### src/rtl/fifo_tx_reader.sv
// Read-side drain controller: pops one FIFO word per UART TX frame, hands it over a
// level valid/busy handshake, inserts an idle gap between frames and counts frames.
module fifo_tx_reader #(
    parameter int unsigned data_width = 8,
    parameter int unsigned IDLE_GAP   = 2
) (
    input  logic                  rclk,
    input  logic                  rrst,
    input  logic                  en,
    input  logic                  rempty,
    input  logic [data_width-1:0] rd_data,
    output logic                  rinc,
    output logic [data_width-1:0] tx_data,
    output logic                  tx_valid,
    input  logic                  tx_busy,
    output logic                  active,
    output logic [15:0]           frame_cnt
);

    typedef enum logic [1:0] {
        StIdle,
        StSend,
        StBusy,
        StGap
    } state_t;

    // Last gap count before returning to idle; unused when IDLE_GAP is 0.
    localparam logic [3:0] GapLast = (IDLE_GAP > 0) ? 4'(IDLE_GAP - 1) : 4'd0;

    state_t     state;
    logic [3:0] gap_cnt;

    always_ff @(posedge rclk or posedge rrst) begin
        if (rrst) begin
            state     <= StIdle;
            gap_cnt   <= 4'd0;
            rinc      <= 1'b0;
            tx_data   <= '0;
            tx_valid  <= 1'b0;
            active    <= 1'b0;
            frame_cnt <= 16'd0;
        end else begin
            case (state)
                StIdle: begin
                    if (en && !rempty) begin
                        tx_data  <= rd_data;
                        rinc     <= 1'b1;
                        tx_valid <= 1'b1;
                        active   <= 1'b1;
                        state    <= StSend;
                    end
                end
                StSend: begin
                    rinc <= 1'b0;
                    if (tx_busy) begin
                        tx_valid <= 1'b0;
                        state    <= StBusy;
                    end
                end
                StBusy: begin
                    if (!tx_busy) begin
                        frame_cnt <= frame_cnt + 16'd1;
                        if (IDLE_GAP > 0) begin
                            gap_cnt <= 4'd0;
                            state   <= StGap;
                        end else begin
                            active <= 1'b0;
                            state  <= StIdle;
                        end
                    end
                end
                StGap: begin
                    gap_cnt <= gap_cnt + 4'd1;
                    if (gap_cnt == GapLast) begin
                        active <= 1'b0;
                        state  <= StIdle;
                    end
                end
                default: state <= StIdle;
            endcase
        end
    end

endmodule
### config.mk
export PLATFORM = sky130hd
export DESIGN_NAME = fifo_tx_reader
export DESIGN_NICKNAME = d
export VERILOG_FILES = /design/src/rtl/fifo_tx_reader.sv
export SDC_FILE = /design/constraint.sdc
export NUM_CORES = 1
export LEC_CHECK = 0
export CORE_UTILIZATION = 43
export CTS_CLUSTER_SIZE = 25
export DETAILED_ROUTE_END_ITERATION = 8
export PLACE_DENSITY = 0.75
export SLEW_MARGIN = 20
export SYNTH_ARGS = -nofsm -noshare
export SYNTH_HDL_FRONTEND = slang
export SYNTH_SLANG_ARGS = --single-unit
### constraint.sdc
create_clock -name rclk -period 1.85 [get_ports rclk]
set_clock_uncertainty 0.2 [all_clocks]
set_input_delay 0.185 -clock rclk [delete_from_list [all_inputs] [get_ports rclk]]
set_output_delay 0.185 -clock rclk [all_outputs]
set_load 0.005 [all_outputs]
==> impl_metrics.yaml <==
synth:
  synth-edff-count: 0
  yosys_register_bits: 33
  synth_top_area_share_pct: 54.2
  synth-seq-area-share_pct: 54.2
  yosysMostFrequentCell: "dfrtp_1"
  synth.area.top_cells: "dfrtp_1 54%, mux2_2 6.7%, ha_1 5.7%"
  syn_area_per_cell_um2: 11.8
  synth_top_area_cell: "dfrtp_1"
  synth-async-reset-ratio_pct: 100
  synth_common_cells: "33 x dfrtp_1, 15 x nand2_1, 10 x xnor2_1"
  synthesis.yosys.warnings: 0
  synth_cell_types: 25
  ys.flop_type: "dfrtp_1"
  syn_nets: 149
  synthCells: 129
  synth_area_mm2: 0.00152
timing:
  slew_headroom_pct: 73.3
  rsz0062_at_grt: "true"
  setup-tns-final_ns: -0.0369
  hold_violations: 0
  worst_slack_ns: -0.0369
  hold_slack_ns: 0.0352
  min_period_ns: 1.89
  period_share_pct: 102
  fmax_ghz: 0.530
  finalSetupViolations: 1
  worst_pin_slew_ns: 0.400
  drv_slew: 0
clock_network:
  path_clk_slew_ns: 0.10
  ctsHoldBuffers: 0
  insertion_delay_ns: 0.33
  cts_tree: "built"
  clkSinkCount: 33
  ctsLongestPathBuffers: 2
  numCtsBuffers: 5
  cts-root-buf: "clkbuf_4"
  htreeDepth: 2
power:
  switching_share_pct: 32.4
  combPwrFrac_pct: 46.2
  power_density_mw_per_mm2: 1280
  internal_power_mw: 1.87
  peakVddDrop_mv: 0.723
  pwr-share-seq_pct: 40.2
  clkPwrFrac_pct: 13.6
  p_switching_uw: 898
  p_leak_nw: 0.984
final_layout:
  final_util_pct: 64.4
  regArea_um2: 826
  design_area_mm2: 0.00216
  multi_input_area_um2: 707
  layout.nets: 208
  drive_gt1_share_pct: 21.2
  area_growth_pct: 42.0
  antennaDiodeCount: 0
  fill_cells: 278
placed_design:
  gp_congestion: 0.797
  place_ws_ns: -0.00917
  io_buffer_count: 39
  place_area_mm2: 0.00203
  hpwl_um: 2290
setup_path:
  path_cells: "inv_1 -> ha_1 -> or3b_4 -> a2bb2oi_2 -> nand3_2 -> mux2_4"
  cp-start-kind: "flip-flop"
  criticalPathCategory: "reg -> reg"
  crit_slowest_cell: "or3b_4"
  slowest_delay_ns: 0.39
  crit_start: "gap_cnt[1]"
  reg2reg_slack_ns: -0.04
  critPathArrivalTime_ns: 1.91
  r2r_start: "gap_cnt[1]"
  cp_max_fo: 2
  cp-end-kind: "flip-flop"
  cp.required_ns: 1.87
grt:
  grt_pass1_wl_um: 4820
  met1_usage_pct: 21.2
  met3_usage_pct: 7.35
  grt_max_degree: 34
  grt_pass1_vias: 1139
  top_usage_layer: "met2"
  overflow: 0
  track_usage_pct: 17.8
  antenna_found_initial: 0
  use_met2_pct: 28.3
run_status:
  status: "complete, but fails checks"
  violations: "negative setup slack"
floorplanning:
  die_w_um: 61.5
  ios: 40
  row_count: 21
  coreArea_mm2: 0.00336
  start_util_pct: 45.3
  die-area_mm2: 0.00379
  die_h_um: 61.5
drt:
  drtIter0Drc: 59
  wl_per_cell_um: 13.2
  dr_total_vias: 1191
  drc: 0
  first_pass_iters: 4
  viasPerCell: 5.07
  wirelength_um: 3110
  ant_nets: 0
run:
  maxCapViolCount: 0
min_path:
  hold_path.class: "in -> async"
[metal layers]
layer  vias to the layer above  routed length, µm
met1                       587               1350
met3                         7                147
met2                        31               1570
li1                        566                  -
met4                         0                 42
met5                         -                  0
[cell families after synthesis]
kind of cell / count (synthesis) / synth area share [%]
multiplexers: 11 / 8.29
flip-flops: 33 / 54.2
AO/OA/AOI/OAI: 14 / 6.65
buffers and inverters: 6 / 1.48
AND/OR/NAND/NOR: 43 / 15.0
adder cells (fa/ha/maj): 7 / 5.75
XOR/XNOR: 15 / 8.62
[cell type report]
cell class | instances | share of cell area (%)
Inverter | 6 | 1.04
Clock inverter | 2 | 0.462
Clock buffer | 6 | 1.91
Multi-Input combinational cell | 90 | 32.7
Tap cell | 46 | 2.66
Timing Repair Buffer | 52 | 23.1
Sequential cell | 33 | 38.2
[power by group through the flow]
| stage | clock network, mW | registers, mW | logic, mW |
|---|---|---|---|
| after detailed placement | 0 | 1.12 | 1.15 |
| final | 0.377 | 1.11 | 1.28 |
| after floorplan | 0 | 1.13 | 0.565 |
| after CTS | 0.393 | 1.11 | 1.17 |
| after global routing | 0.424 | 1.15 | 1.41 |
| after global placement | 0 | 1.11 | 1.10 |
[critical path: cells and delay by family (launching register included)]
family	cells	cell delay (ns)
adders and majority gates	1	0.16
buffers and inverters	1	0.06
and+or+nand+nor	2	0.49
AOI/OAI and AO/OA	1	0.18
DFF	1	0.38
muxes	1	0.31
[sequential cells by signal, summed over array words and instances (netlist names)]
register / cells
frame_cnt: 16
tx_data: 8
gap_cnt: 4
state: 2
active: 1
rinc: 1
tx_valid: 1
[through the flow]
step                      cells  power, mW
final                       235       2.77
after global routing        235       2.98
after CTS                   230       2.67
after detailed placement    222       2.28
after global placement      222       2.21
after floorplan             129       1.69
[layout by cell type (no fill, tap or decap), types with 2 or more instances in the layout]
cell type / n
mux2_2: 9
xor2_1: 5
nand3b_1: 2
nand2_1: 15
nand2b_1: 3
nand3_2: 3
ha_1: 6
nor2_1: 6
xnor2_1: 10
clkbuf_4: 5
nand3_1: 5
buf_4: 12
o21ai_0: 6
inv_1: 5
clkdlybuf4s50_1: 39
a22o_1: 5
dfrtp_1: 33
clkinv_2: 2
nand4_1: 2
[path summary, 6_finish.rpt]
path | endpoint | depth (start not counted)
worst max-delay path | state[1] | 6
worst min-delay path | tx_data[6] | 3
worst max register to register | state[1] | 6
worst min register to register | frame_cnt[15] | 1
max in group asynchronous | rinc | 3
min in group rclk | tx_data[2] | 2
[timing repair]
action / in CTS / in global routing
gates resized for setup: 0 / 8
buffers inserted: 0 / 5
cloned: 0 / 0
endpoints found under the setup margin: 1 / 18
pin swaps: 1 / 7
Note: power is estimated with default switching activity, not from simulation.
